### config.mk
export PLATFORM = sky130hd
export DESIGN_NAME = decode_stage
export DESIGN_NICKNAME = d
export VERILOG_FILES = /design/src/rtl/decode_stage_pkg.sv /design/src/rtl/decode_logic.sv /design/src/rtl/decode_stage.sv
export SDC_FILE = /design/constraint.sdc
export NUM_CORES = 1
export LEC_CHECK = 0
export BUFFER_PORTS_ARGS = -buffer_cell sky130_fd_sc_hd__buf_4
export CORE_ASPECT_RATIO = 1.4
export CORE_MARGIN = 10
export CORE_UTILIZATION = 30
export CTS_BUF_LIST = sky130_fd_sc_hd__clkbuf_4
export DETAILED_ROUTE_END_ITERATION = 10
export HOLD_SLACK_MARGIN = 0.15
export PLACE_DENSITY_LB_ADDON = 0.25
export SYNTH_ARGS = -nofsm -noshare
export SYNTH_HDL_FRONTEND = slang
export SYNTH_SLANG_ARGS = --single-unit
### constraint.sdc
create_clock -name clk -period 7.1 [get_ports clk]
set_input_delay 0.71 -clock clk [delete_from_list [all_inputs] [get_ports clk]]
set_output_delay 0.71 -clock clk [all_outputs]
set_load 0.03 [all_outputs]
### src/rtl/decode_stage_pkg.sv
// Shared control encodings and the decoded control bundle for the decode stage.
// Opcodes, ALU/branch function codes, operand/writeback selects and load/store sizes.
package decode_stage_pkg;

    localparam logic [6:0] OPC_LUI    = 7'b0110111;
    localparam logic [6:0] OPC_AUIPC  = 7'b0010111;
    localparam logic [6:0] OPC_JAL    = 7'b1101111;
    localparam logic [6:0] OPC_JALR   = 7'b1100111;
    localparam logic [6:0] OPC_BRANCH = 7'b1100011;
    localparam logic [6:0] OPC_LOAD   = 7'b0000011;
    localparam logic [6:0] OPC_STORE  = 7'b0100011;
    localparam logic [6:0] OPC_OPIMM  = 7'b0010011;
    localparam logic [6:0] OPC_OP     = 7'b0110011;

    localparam logic [4:0] ALU_X    = 5'd0;
    localparam logic [4:0] ALU_ADD  = 5'd1;
    localparam logic [4:0] ALU_SUB  = 5'd2;
    localparam logic [4:0] ALU_AND  = 5'd3;
    localparam logic [4:0] ALU_OR   = 5'd4;
    localparam logic [4:0] ALU_XOR  = 5'd5;
    localparam logic [4:0] ALU_SLL  = 5'd6;
    localparam logic [4:0] ALU_SRL  = 5'd7;
    localparam logic [4:0] ALU_SRA  = 5'd8;
    localparam logic [4:0] ALU_SLT  = 5'd9;
    localparam logic [4:0] ALU_SLTU = 5'd10;
    localparam logic [4:0] BR_BEQ   = 5'd11;
    localparam logic [4:0] BR_BNE   = 5'd12;
    localparam logic [4:0] BR_BLT   = 5'd13;
    localparam logic [4:0] BR_BGE   = 5'd14;
    localparam logic [4:0] BR_BLTU  = 5'd15;
    localparam logic [4:0] BR_BGEU  = 5'd16;
    localparam logic [4:0] ALU_JALR = 5'd17;

    localparam logic [1:0] OP1_RS1 = 2'd0;
    localparam logic [1:0] OP1_PC  = 2'd1;
    localparam logic [1:0] OP1_X   = 2'd2;

    localparam logic [2:0] OP2_X   = 3'd0;
    localparam logic [2:0] OP2_RS2 = 3'd1;
    localparam logic [2:0] OP2_IMI = 3'd2;
    localparam logic [2:0] OP2_IMS = 3'd3;
    localparam logic [2:0] OP2_IMJ = 3'd4;
    localparam logic [2:0] OP2_IMU = 3'd5;

    localparam logic MEN_X = 1'b0;
    localparam logic MEN_S = 1'b1;
    localparam logic REN_X = 1'b0;
    localparam logic REN_S = 1'b1;

    localparam logic [1:0] WB_X   = 2'd0;
    localparam logic [1:0] WB_ALU = 2'd1;
    localparam logic [1:0] WB_MEM = 2'd2;
    localparam logic [1:0] WB_PC  = 2'd3;

    localparam logic [2:0] FUNCT3_LB  = 3'b000;
    localparam logic [2:0] FUNCT3_LH  = 3'b001;
    localparam logic [2:0] FUNCT3_LW  = 3'b010;
    localparam logic [2:0] FUNCT3_LD  = 3'b011;
    localparam logic [2:0] FUNCT3_LBU = 3'b100;
    localparam logic [2:0] FUNCT3_LHU = 3'b101;
    localparam logic [2:0] FUNCT3_SB  = 3'b000;
    localparam logic [2:0] FUNCT3_SH  = 3'b001;
    localparam logic [2:0] FUNCT3_SW  = 3'b010;

    typedef struct packed {
        logic [4:0] exe_fun;
        logic [1:0] op1;
        logic [2:0] op2;
        logic       mem_wen;
        logic       rf_wen;
        logic [1:0] wb_sel;
        logic [2:0] mem_size;
        logic       illegal;
    } ctrl_t;

    localparam ctrl_t CTRL_X = '{
        exe_fun:  ALU_X,
        op1:      OP1_X,
        op2:      OP2_X,
        mem_wen:  MEN_X,
        rf_wen:   REN_X,
        wb_sel:   WB_X,
        mem_size: 3'b000,
        illegal:  1'b0
    };

endpackage

### src/rtl/decode_logic.sv
// Purely combinational RV32I/RV64I base decoder: instruction word in,
// control bundle plus XLEN-wide sign-extended immediate out.
module decode_logic
    import decode_stage_pkg::*;
#(
    parameter int XLEN       = 32,
    parameter int EN_SUBWORD = 1
) (
    input  logic [31:0]     i_inst,
    output ctrl_t           o_ctrl,
    output logic [XLEN-1:0] o_imm
);

    logic [6:0]         w_opc;
    logic [2:0]         w_f3;
    logic [6:0]         w_f7;
    logic signed [31:0] w_imm_i;
    logic signed [31:0] w_imm_s;
    logic signed [31:0] w_imm_b;
    logic signed [31:0] w_imm_u;
    logic signed [31:0] w_imm_j;
    logic signed [31:0] w_imm32;
    logic               w_bad;
    logic               w_sh_lo_ok;
    logic               w_sh_hi_ok;
    ctrl_t              w_ctrl;

    assign w_opc   = i_inst[6:0];
    assign w_f3    = i_inst[14:12];
    assign w_f7    = i_inst[31:25];
    assign w_imm_i = {{20{i_inst[31]}}, i_inst[31:20]};
    assign w_imm_s = {{20{i_inst[31]}}, i_inst[31:25], i_inst[11:7]};
    assign w_imm_b = {{19{i_inst[31]}}, i_inst[31], i_inst[7], i_inst[30:25], i_inst[11:8], 1'b0};
    assign w_imm_u = {i_inst[31:12], 12'b0};
    assign w_imm_j = {{11{i_inst[31]}}, i_inst[31], i_inst[19:12], i_inst[20], i_inst[30:21], 1'b0};

    // RV64 uses inst[25] as shamt[5], so only funct7[6:1] qualifies the shift
    assign w_sh_lo_ok = (XLEN == 64) ? (i_inst[31:26] == 6'b000000)
                                     : (w_f7 == 7'b0000000);
    assign w_sh_hi_ok = (XLEN == 64) ? (i_inst[31:26] == 6'b000000 || i_inst[31:26] == 6'b010000)
                                     : (w_f7 == 7'b0000000 || w_f7 == 7'b0100000);

    always_comb begin
        w_ctrl  = CTRL_X;
        w_imm32 = '0;
        w_bad   = 1'b0;
        case (w_opc)
            OPC_LUI: begin
                w_ctrl.exe_fun = ALU_ADD; w_ctrl.op1 = OP1_X;  w_ctrl.op2 = OP2_IMU;
                w_ctrl.rf_wen  = REN_S;   w_ctrl.wb_sel = WB_ALU; w_imm32 = w_imm_u;
            end
            OPC_AUIPC: begin
                w_ctrl.exe_fun = ALU_ADD; w_ctrl.op1 = OP1_PC; w_ctrl.op2 = OP2_IMU;
                w_ctrl.rf_wen  = REN_S;   w_ctrl.wb_sel = WB_ALU; w_imm32 = w_imm_u;
            end
            OPC_JAL: begin
                w_ctrl.exe_fun = ALU_ADD; w_ctrl.op1 = OP1_PC; w_ctrl.op2 = OP2_IMJ;
                w_ctrl.rf_wen  = REN_S;   w_ctrl.wb_sel = WB_PC; w_imm32 = w_imm_j;
            end
            OPC_JALR: begin
                w_ctrl.exe_fun = ALU_JALR; w_ctrl.op1 = OP1_RS1; w_ctrl.op2 = OP2_IMI;
                w_ctrl.rf_wen  = REN_S;    w_ctrl.wb_sel = WB_PC; w_imm32 = w_imm_i;
                w_bad = (w_f3 != 3'b000);
            end
            OPC_BRANCH: begin
                w_ctrl.op1 = OP1_RS1; w_ctrl.op2 = OP2_RS2; w_imm32 = w_imm_b;
                case (w_f3)
                    3'b000:  w_ctrl.exe_fun = BR_BEQ;
                    3'b001:  w_ctrl.exe_fun = BR_BNE;
                    3'b100:  w_ctrl.exe_fun = BR_BLT;
                    3'b101:  w_ctrl.exe_fun = BR_BGE;
                    3'b110:  w_ctrl.exe_fun = BR_BLTU;
                    3'b111:  w_ctrl.exe_fun = BR_BGEU;
                    default: w_bad = 1'b1;
                endcase
            end
            OPC_LOAD: begin
                w_ctrl.exe_fun = ALU_ADD; w_ctrl.op1 = OP1_RS1; w_ctrl.op2 = OP2_IMI;
                w_ctrl.rf_wen  = REN_S;   w_ctrl.wb_sel = WB_MEM;
                w_ctrl.mem_size = w_f3;   w_imm32 = w_imm_i;
                w_bad = !((w_f3 inside {FUNCT3_LB, FUNCT3_LH, FUNCT3_LW, FUNCT3_LBU, FUNCT3_LHU})
                          || (w_f3 == FUNCT3_LD && XLEN == 64))
                        || (EN_SUBWORD == 0 && w_f3 != FUNCT3_LW);
            end
            OPC_STORE: begin
                w_ctrl.exe_fun = ALU_ADD; w_ctrl.op1 = OP1_RS1; w_ctrl.op2 = OP2_IMS;
                w_ctrl.mem_wen = MEN_S;   w_ctrl.mem_size = w_f3; w_imm32 = w_imm_s;
                w_bad = (w_f3 > FUNCT3_SW) || (EN_SUBWORD == 0 && w_f3 != FUNCT3_SW);
            end
            OPC_OPIMM: begin
                w_ctrl.op1 = OP1_RS1; w_ctrl.op2 = OP2_IMI;
                w_ctrl.rf_wen = REN_S; w_ctrl.wb_sel = WB_ALU; w_imm32 = w_imm_i;
                case (w_f3)
                    3'b000: w_ctrl.exe_fun = ALU_ADD;
                    3'b010: w_ctrl.exe_fun = ALU_SLT;
                    3'b011: w_ctrl.exe_fun = ALU_SLTU;
                    3'b100: w_ctrl.exe_fun = ALU_XOR;
                    3'b110: w_ctrl.exe_fun = ALU_OR;
                    3'b111: w_ctrl.exe_fun = ALU_AND;
                    3'b001: begin
                        w_ctrl.exe_fun = ALU_SLL;
                        w_bad = !w_sh_lo_ok;
                    end
                    default: begin
                        w_ctrl.exe_fun = i_inst[30] ? ALU_SRA : ALU_SRL;
                        w_bad = !w_sh_hi_ok;
                    end
                endcase
            end
            OPC_OP: begin
                w_ctrl.op1 = OP1_RS1; w_ctrl.op2 = OP2_RS2;
                w_ctrl.rf_wen = REN_S; w_ctrl.wb_sel = WB_ALU;
                case ({w_f7, w_f3})
                    {7'b0000000, 3'b000}: w_ctrl.exe_fun = ALU_ADD;
                    {7'b0100000, 3'b000}: w_ctrl.exe_fun = ALU_SUB;
                    {7'b0000000, 3'b001}: w_ctrl.exe_fun = ALU_SLL;
                    {7'b0000000, 3'b010}: w_ctrl.exe_fun = ALU_SLT;
                    {7'b0000000, 3'b011}: w_ctrl.exe_fun = ALU_SLTU;
                    {7'b0000000, 3'b100}: w_ctrl.exe_fun = ALU_XOR;
                    {7'b0000000, 3'b101}: w_ctrl.exe_fun = ALU_SRL;
                    {7'b0100000, 3'b101}: w_ctrl.exe_fun = ALU_SRA;
                    {7'b0000000, 3'b110}: w_ctrl.exe_fun = ALU_OR;
                    {7'b0000000, 3'b111}: w_ctrl.exe_fun = ALU_AND;
                    default:              w_bad = 1'b1;
                endcase
            end
            default: w_bad = 1'b1;
        endcase

        if (i_inst[1:0] != 2'b11)
            w_bad = 1'b1;
        // an illegal bundle still travels downstream so execute can trap on it
        if (w_bad) begin
            w_ctrl         = CTRL_X;
            w_ctrl.illegal = 1'b1;
            w_imm32        = '0;
        end
        if (i_inst[11:7] == 5'd0)
            w_ctrl.rf_wen = REN_X;
    end

    assign o_ctrl = w_ctrl;
    assign o_imm  = XLEN'(w_imm32);

endmodule

### src/rtl/decode_stage.sv
// Registered decode stage: valid/ready handshake, one output register plus one
// skid entry holding the raw instruction, flush, and a single shared decoder.
module decode_stage
    import decode_stage_pkg::*;
#(
    parameter int XLEN       = 32,
    parameter int PC_W       = 32,
    parameter int EN_SUBWORD = 1
) (
    input  logic            clk,
    input  logic            rst,
    input  logic            flush,
    input  logic            in_valid,
    output logic            in_ready,
    input  logic [31:0]     inst,
    input  logic [PC_W-1:0] pc_in,
    output logic            out_valid,
    input  logic            out_ready,
    output logic [PC_W-1:0] pc_out,
    output logic [XLEN-1:0] imm,
    output logic [4:0]      op1_addr,
    output logic [4:0]      op2_addr,
    output logic [4:0]      rd_addr,
    output logic [4:0]      exe_fun,
    output logic [1:0]      op1,
    output logic [2:0]      op2,
    output logic            mem_wen,
    output logic            rf_wen,
    output logic [1:0]      wb_sel,
    output logic [2:0]      mem_size,
    output logic            illegal
);

    logic            r_out_valid;
    logic            r_skid_full;
    logic [31:0]     r_skid_inst;
    logic [PC_W-1:0] r_skid_pc;
    ctrl_t           r_ctrl;
    logic [XLEN-1:0] r_imm;
    logic [PC_W-1:0] r_pc;
    logic [4:0]      r_rs1;
    logic [4:0]      r_rs2;
    logic [4:0]      r_rd;

    logic            w_accept;
    logic            w_load_out;
    logic            w_load_data;
    logic [31:0]     w_src_inst;
    logic [PC_W-1:0] w_src_pc;
    ctrl_t           w_ctrl;
    logic [XLEN-1:0] w_imm;

    // in_ready depends only on state and flush, never on out_ready
    assign in_ready    = ~r_skid_full | flush;
    assign w_accept    = in_valid & in_ready;
    assign w_load_out  = ~r_out_valid | out_ready;
    assign w_load_data = ~flush & w_load_out & (r_skid_full | w_accept);
    assign w_src_inst  = r_skid_full ? r_skid_inst : inst;
    assign w_src_pc    = r_skid_full ? r_skid_pc   : pc_in;

    decode_logic #(
        .XLEN       (XLEN),
        .EN_SUBWORD (EN_SUBWORD)
    ) u_decode (
        .i_inst (w_src_inst),
        .o_ctrl (w_ctrl),
        .o_imm  (w_imm)
    );

    always_ff @(posedge clk or posedge rst) begin
        if (rst) begin
            r_out_valid <= 1'b0;
            r_skid_full <= 1'b0;
        end else if (flush) begin
            r_out_valid <= 1'b0;
            r_skid_full <= 1'b0;
        end else if (w_load_out) begin
            r_out_valid <= r_skid_full | w_accept;
            r_skid_full <= 1'b0;
        end else if (w_accept) begin
            r_skid_full <= 1'b1;
        end
    end

    always_ff @(posedge clk or posedge rst) begin
        if (rst) begin
            r_ctrl <= CTRL_X;
            r_imm  <= '0;
            r_pc   <= '0;
            r_rs1  <= '0;
            r_rs2  <= '0;
            r_rd   <= '0;
        end else if (w_load_data) begin
            r_ctrl <= w_ctrl;
            r_imm  <= w_imm;
            r_pc   <= w_src_pc;
            r_rs1  <= w_src_inst[19:15];
            r_rs2  <= w_src_inst[24:20];
            r_rd   <= w_src_inst[11:7];
        end
    end

    // skid keeps the raw word; it is decoded when it moves to the output register
    always_ff @(posedge clk) begin
        if (w_accept && !w_load_out) begin
            r_skid_inst <= inst;
            r_skid_pc   <= pc_in;
        end
    end

    assign out_valid = r_out_valid;
    assign pc_out    = r_pc;
    assign imm       = r_imm;
    assign op1_addr  = r_rs1;
    assign op2_addr  = r_rs2;
    assign rd_addr   = r_rd;
    assign exe_fun   = r_ctrl.exe_fun;
    assign op1       = r_ctrl.op1;
    assign op2       = r_ctrl.op2;
    assign mem_wen   = r_ctrl.mem_wen;
    assign rf_wen    = r_ctrl.rf_wen;
    assign wb_sel    = r_ctrl.wb_sel;
    assign mem_size  = r_ctrl.mem_size;
    assign illegal   = r_ctrl.illegal;

endmodule
# == Word-level counts from Yosys, hierarchy flattened ==
# Index checks and enable logic that the tools add are counted.
# word_totals
reg_bits,163
latch_bits,0
ramBits,0
mem_bits_ro,0
wordCells,101
n_memories,0
# classes
n_addsub,0
multipliers,0
n_div,0
n_lt_le_gt_ge,1
eq_ne,27
n_shift,0
muxes,24
bitwise_logic,9
n_reduce_logical,23
# ops
cell,count
$pmux W32 S5,1
$mux W32,3
$pmux W10 S9,1
$eq A10 B3 Y1 const B,4
$pmux W4 S10,1
$pmux W5 S7,1
$pmux W5 S6,1
$eq A7 B6 Y1 const B,4
$eq A7 B7 Y1 const B,3
$eq A10 B2 Y1 const B,2
$eq A10 B9 Y1 const B,2
$mux W18,1
$eq A7 B5 Y1 const B,2
$eq A3 B3 Y1 const B,4
$reduce_or A6 Y1,2
$eq A10 B1 Y1 const B,1
$logic_not A10 Y1,1
$mux W1,10
$reduce_or A10 Y1,1
$pmux W3 S3,1
$eq A7 B2 Y1 const B,1
$logic_not A7 Y1,1
$pmux W1 S7,1
$eq A3 B2 Y1 const B,2
20 further kinds,33

# == Logic depth before layout (Yosys ltp) ==
# Gate-level depths: netlist of run 1.
# logic_depth
depth_word,9
mapped_depth,9
ltp_nobuf,6

# == By module ==
# Synthesis of run 1 repeated with hierarchy kept, for this count alone.
# unflattened
cells_unflattened,552
hier_area_um2,7582.3
# modules_own_cells
mod,instances,cells_each,area_each_um2
decode_stage,1,350,6378.6
decode_logic,1,202,1203.7

# == Least setup slack after synthesis of run 1 ==
# No wires, ideal clock.
# synth_path
path_type,reg-to-reg
startpoint,register r_skid_full
endpoint,register r_skid_inst[0] (enable)
setup_time_ps,429
arrival_ps,3171
t_required_ps,6671
slack_ps,3500
path_stages_with_launch,7
path_buffers,4
period_less_slack_ps,3600
cell_sequence,dfrtp_1 > buf_4 > buf_2 > buf_2 > buf_1 > nand2b_1 > and3_1
# synth_via
elab_chain_len,4
# synth_rtl
item,line_no,text
start: declaration,decode_stage.sv:35,logic r_skid_full;
start signal: assignment,decode_stage.sv:73,r_skid_full <= 1'b0;
start signal: assignment,decode_stage.sv:76,r_skid_full <= 1'b0;
start signal: assignment,decode_stage.sv:79,r_skid_full <= 1'b0;
$not A1 Y1,decode_stage.sv:54,assign in_ready = ~r_skid_full | flush;
$or A1 B1 Y1,decode_stage.sv:54,
named net in_ready,decode_stage.sv:14,"output logic in_ready,"
$and A1 B1 Y1,decode_stage.sv:55,assign w_accept = in_valid & in_ready;
$logic_and A1 B1 Y1,decode_stage.sv:105,if (w_accept && !w_load_out) begin
end signal: assignment,decode_stage.sv:106,r_skid_inst <= inst;
end: declaration,decode_stage.sv:36,logic [31:0] r_skid_inst;
# The timed path passes the listed nets, and every way through them passes these cells.
# A chain may end at the register's enable or synchronous reset.

# == Worst setup path in the final report of run 1 ==
# layout_path
startpoint,register r_skid_full
endpoint,register r_imm[24] (netlist: imm[24])
# layout_via
elab_chain_len,8
# layout_rtl
item,line_no,text
branches (longest 8 deep; another with $mux W32),n/a,
end signal: assignment,decode_stage.sv:95,r_imm <= w_imm;
end: declaration,decode_stage.sv:39,logic [XLEN-1:0] r_imm;
# Several ways; the timed one is not identified.

==> results of run 1 <==
## layer usage
metal  vias to the layer above  share of wire  GRT usage  wire, um
met1                      2852           0.40     0.1574      9127
li1                       2758              -          -         -
met4                         0          0.037    0.07099       860
met3                        44          0.044    0.03462      1014
met2                       144           0.52     0.2488     12090
met5                         -              0          0         0
## power by group through the flow
stage | registers (mW) | clock network [mW] | logic (mW)
detailed placement | 1.08 | 0 | 0.350
finish | 1.06 | 0.528 | 0.345
CTS | 1.06 | 0.551 | 0.351
floorplan | 1.17 | 0 | 0.107
global route | 1.07 | 0.583 | 0.374
global placement | 1.08 | 0 | 0.347
## cells in the mapped netlist (4+ instances only)
library cell,number,area [sq um]
clkbuf_1,17,63.81
o22ai_1,9,56.30
edfxtp_1,64,1922
a21oi_1,25,125.1
a222oi_1,5,50.05
and2_1,5,31.28
nand3b_1,5,37.54
o21ai_1,10,50.05
nor3_1,6,30.03
nor2_1,36,135.1
o21ai_0,67,335.3
buf_2,8,40.04
dfrtp_1,98,2452
a31oi_1,5,31.28
o31ai_1,6,45.04
nor2b_1,8,50.05
a32o_1,13,130.1
o21a_1,4,30.03
nand2b_1,6,37.54
mux2i_1,56,560.5
nand3_1,8,40.04
mux2_2,11,123.9
nand2_1,115,431.7
nor4_1,4,25.02
buf_1,5,18.77
## final timing paths
| kind | startpoint | cells after the start | slack [ns] | end |
|---|---|---|---|---|
| min in group asynchronous | rst | 3 | 0.63 | pc_out[20]$_DFFE_PP0P_ |
| worst max-delay path | r_skid_full$_DFFE_PP0P_ | 8 | 3.17 | imm[24]$_DFFE_PP0P_ |
| worst min register to register | op1_addr[1]$_DFFE_PP0P_ | 2 | 0.49 | op1_addr[1]$_DFFE_PP0P_ |
| worst min-delay path | pc_in[7] | 1 | 0.30 | r_skid_pc[7]$_DFFE_PP_ |
| max in group asynchronous | rst | 4 | 5.01 | r_skid_full$_DFFE_PP0P_ |
| worst max register to register | r_skid_full$_DFFE_PP0P_ | 8 | 3.17 | imm[24]$_DFFE_PP0P_ |
## worst max-delay path: stages, from the launching register on
cell and delay [ns]:
dfrtp_4 0.73, buf_4 0.86, nand4b_1 0.29, nand2_1 0.37, a32oi_1 0.16, buf_4 0.23
a21oi_1 0.88, nor2_1 0.12, o21ai_0 0.18
## cells by family (layout without fill, tap and decap cells)
kind of cell | Yosys count | count (layout) | synth area share
xor+xnor | 2 | 2 | 0.002347
flops | 163 | 163 | 0.5896
other cells | 0 | 2 | 0
compound gates | 173 | 173 | 0.1541
buf+inv | 35 | 205 | 0.02196
mux | 68 | 68 | 0.09371
simple gates | 219 | 219 | 0.1383
## state kept, by name (all words and copies together), names as in the netlist, 2 cells and up
name / flops
exe_fun: 5
imm: 32
mem_size: 3
op1: 2
op1_addr: 5
op2: 3
op2_addr: 5
pc_out: 32
r_skid_inst: 32
r_skid_pc: 32
rd_addr: 5
wb_sel: 2
## timing repair
item	in CTS	in global routing
setup buffers	0	0
hold buffers	1	0
hold endpoints to repair	23	0
## layout make-up
type | count | area share
timing repair buffer | 172 | 0.1396
clock inverter | 14 | 0.01309
clock buffer | 18 | 0.01458
inverter | 1 | 0.0006749
multi-input combinational | 462 | 0.3138
antenna | 2 | 0.0005400
sequential | 163 | 0.4752
tap | 315 | 0.04252
==> flow_summary.toml, run 1 <==
[setup_path]
cp_max_fo = 65
arrival_ns = 4.43
critPathLaunchType = "flip-flop"
endpoint_kind = "flip-flop"
crit_type = "flip-flop to flip-flop"
crit_required_ns = 7.60

[global_route]
overflow = 0
grt_start_max_net_pins = 107
grt_antenna_before_repair = 1
grt_pass1_wl_mm = 34.85
grt_pass1_vias = 5810
gr-usage-all-layers = 0.1417

[route]
vias = 5798
first_pass_iters = 5
drc = 0
wl_per_cell_um = 20.13
ant_nets = 0
drt_wl_total_mm = 23.09
vias_per_cell = 5.055
drt_iter0_markers = 432

[sta]
fin_hold_ws_ns = 0.2978
setup_violations = 0
clock_skew_ns = 0.01387
period_share = 0.5534
fmax_mhz = 254.5
setup_tns_ns = 0
setup_slack_ns = 3.171
maxSlewHeadroom = 0.2534
slew_viol_final = 0
grt_setup_unrepaired = "false"
hold_viol_final = 0
worstMarginPinSlew_ns = 1.120
period_minus_slack_ns = 3.929

[pwr]
p_clk_frac = 0.273
pwr-share-comb = 0.178
p_switching_uw = 575.0
swShare = 0.2969
leakagePower_nw = 3.753
vdd_drop_max_mv = 0.1245
power-per-cell-area_nw_per_um2 = 208.9
intPower_mw = 1.362
finalPower_mw = 1.937
seqPwrFrac = 0.549

[clock_tree]
cts_buffers = 17
cts.sinks = 163
htreeDepth = 4
clk_pin_slew_ns = 0.14
cts_tree = "yes"
root_buffer = "clkbuf_4"
clk_latency_ns = 0.58
cts_resized = 0
clockBufferDepth = 2

[floorplanning]
pin_count = 168
start_util = 0.3035
dieArea_sq_um = 31680
core_area_sq_um = 24590
rows = 68
die_h_um = 206.6
die_width_um = 153.3

[yosys]
synth.distinct_cells = 69
synthCells = 660
synth_nets = 729
synth_edf_count = 64
async_flop_share = 0.6074
ys.flop_type = "dfrtp_1"
ys_ff_latch = 163
avgSynthCellArea_sq_um = 11.31
synth_warnings = 0
syn_area_sq_um = 7463
seq_area_frac_synth = 0.5896

[placement]
placed_cell_area_sq_um = 8997
routabilityCongestion = 0.9104
io_buffers = 167
place_ws_ns = 3.184
dpl.cell_count = 1112
dp.final_hpwl_mm = 17.05

[flow_run]
max_cap_viol_count = 0

[finish]
stdcell_count = 1147
area_growth_pct = 24.19
final_cell_mix = "buf_4 (171), nand2_1 (115), dfrtp_1 (97)"
fin_nets = 886
n_fill_cell = 2435
multi_input_area_sq_um = 2909
stdcell_area_sq_um = 9269
final_common_cell = "buf_4"
post-route-util = 0.3770
seqCellArea_sq_um = 4404
drive_above_1_share = 0.2771

[hold_path]
hold_path_class = "primary input to flip-flop"

[status]
outcome = "completed"
Power figures use the tool's default switching activity.
==> inputs of run 2 (changes only) <==
- clock period: 7.1 -> 3.8 ns (I/O delays scaled with it)
==> run 2 against run 1 <==
Combinational power grew 100%. Critical path depth shrank 2. Via count grew 3.3%. Worst hold slack gained 0.099 ns. Clock skew grew 0.0050 ns. Largest power group unchanged. Sequential power grew 88%. Global-route usage grew 0.30 points. Core utilization grew 3.0 points. Routed wire length grew 1.4%. Critical path type unchanged. Maximum frequency grew 22%. Register-to-register slack lost 2.6 ns. Sequential cell count is the same.
==> flow_summary.toml, run 2 (same netlist as run 1, synthesis figures left out) <==
[status]
outcome = "completed"

[setup_path]
critPathLaunchType = "flip-flop"
ff2ff_setup_slack_ns = 0.58
crit_start = "r_skid_full$_DFFE_PP0P_"
reg2reg_depth = 6
r2r-start = "r_skid_full$_DFFE_PP0P_"
crit_end = "imm[28]$_DFFE_PP0P_"
endpoint_kind = "flip-flop"
cp_max_fo = 45
arrival_ns = 3.72
timing.rr.end = "imm[28]$_DFFE_PP0P_"
crit_type = "flip-flop to flip-flop"
crit_required_ns = 4.30

[finish]
stdcell_count = 1223
final_common_cell = "buf_4"
area_growth_pct = 34.18
fin_nets = 962
final_cell_mix = "buf_4 (179), nand2_1 (115), dfrtp_1 (97)"
n_fill_cell = 2443
drive_above_1_share = 0.2671

[clock_tree]
clk_pin_slew_ns = 0.15
root_buffer = "clkbuf_4"
cts_tree = "yes"
clockBufferDepth = 2
cts_buffers = 17
htreeDepth = 4
cts_resized = 0
cts.sinks = 163
clk_latency_ns = 0.58

[sta]
setup_tns_ns = 0
hold_viol_final = 0
clock_skew_ns = 0.01889
worstMarginPinSlew_ns = 1.021
maxSlewHeadroom = 0.3191
period_minus_slack_ns = 3.223
slew_viol_final = 0
grt_setup_unrepaired = "false"
setup_violations = 0
period_share = 0.8481
fmax_mhz = 310.3

[global_route]
grt_pass1_wl_mm = 36.09
grt_antenna_before_repair = 1
grt_start_max_net_pins = 99
overflow = 0
gr-usage-all-layers = 0.1447
grt_pass1_vias = 6205

[pwr]
power-per-cell-area_nw_per_um2 = 365.7
vdd_drop_max_mv = 0.1932
finalPower_mw = 3.663
leakagePower_nw = 4.062

[floorplanning]
pin_count = 168
core_area_sq_um = 24590
die_h_um = 206.6
die_width_um = 153.3
rows = 68
start_util = 0.3035
dieArea_sq_um = 31680

[route]
drt_iter0_markers = 415
wl_per_cell_um = 19.15
drt_wl_total_mm = 23.42
ant_nets = 0
drc = 0
first_pass_iters = 6
vias_per_cell = 4.899
vias = 5992

[flow_run]
max_cap_viol_count = 0

[placement]
dpl.cell_count = 1120
routabilityCongestion = 0.8837
dp.final_hpwl_mm = 17.17
io_buffers = 167

[hold_path]
hold_path_class = "primary input to asynchronous set/reset pin"
-- run 2: critical path: stages, from the launching register on --
cell and delay [ns]:
dfrtp_4 0.68, or4bb_1 0.62, a21oi_1 0.38, nand2_1 0.30, a21oi_1 0.86, nor2_1 0.12, o21ai_0 0.18
-- run 2: metrics by stage --
step / area [sq um] / setup WS (ns) / hold slack, ns / util
after floorplan: 7463 / 0.1996 / 0.4431 / -
after global placement: 9057 / 0.6967 / 0.4615 / 0.3684
after detailed placement: 9057 / 0.6315 / 0.4711 / 0.3684
after CTS: 10010 / 0.5749 / 0.3573 / 0.4071
after global routing: 10010 / 0.3504 / 0.3621 / 0.4073
final: 10010 / 0.5773 / 0.3970 / 0.4073
-- run 2: cell type report --
class	instances	area (sq um)	share of cell area
flip-flops and latches	163	4404	0.4398
multi-input cells	462	2909	0.2905
inverters	1	6.256	0.0006247
repair buffers	248	2034	0.2031
clock inverters	15	133.9	0.01337
diodes	2	5.005	0.0004998
clock buffers	17	127.6	0.01274
well taps	315	394.1	0.03936
-- run 2: metal layers --
layer | vias up | global-route usage | share of wire
li1 | 2903 | - | -
met1 | 2899 | 0.1624 | 0.40
met2 | 153 | 0.2579 | 0.53
met3 | 37 | 0.03317 | 0.039
met4 | 0 | 0.06314 | 0.031
met5 | - | 0 | 0
-- run 2: worst min path at each step --
stage	to	slack, ns
2_1_floorplan	out_valid$_DFFE_PP0N_	0.44
3_3_place_gp	pc_out[16]$_DFFE_PP0P_	0.46
3_5_place_dp	pc_out[7]$_DFFE_PP0P_	0.47
4_1_cts	op2_addr[3]$_DFFE_PP0P_	0.36
5_1_grt	op2_addr[3]$_DFFE_PP0P_	0.36
6_report	op2_addr[3]$_DFFE_PP0P_	0.40
-- run 2: timing repair --
| item | CTS | global route |
|---|---|---|
| hold endpoints to repair | 148 | 0 |
| setup buffers | 0 | 0 |
| hold buffers | 69 | 0 |
-- run 2: power breakdown --
part	total [mW]	switching [mW]	internal, mW
sequential	1.99	0.0560	1.93
combinational	0.706	0.425	0.281
clock	0.970	0.644	0.326
total	3.66	1.12	2.54
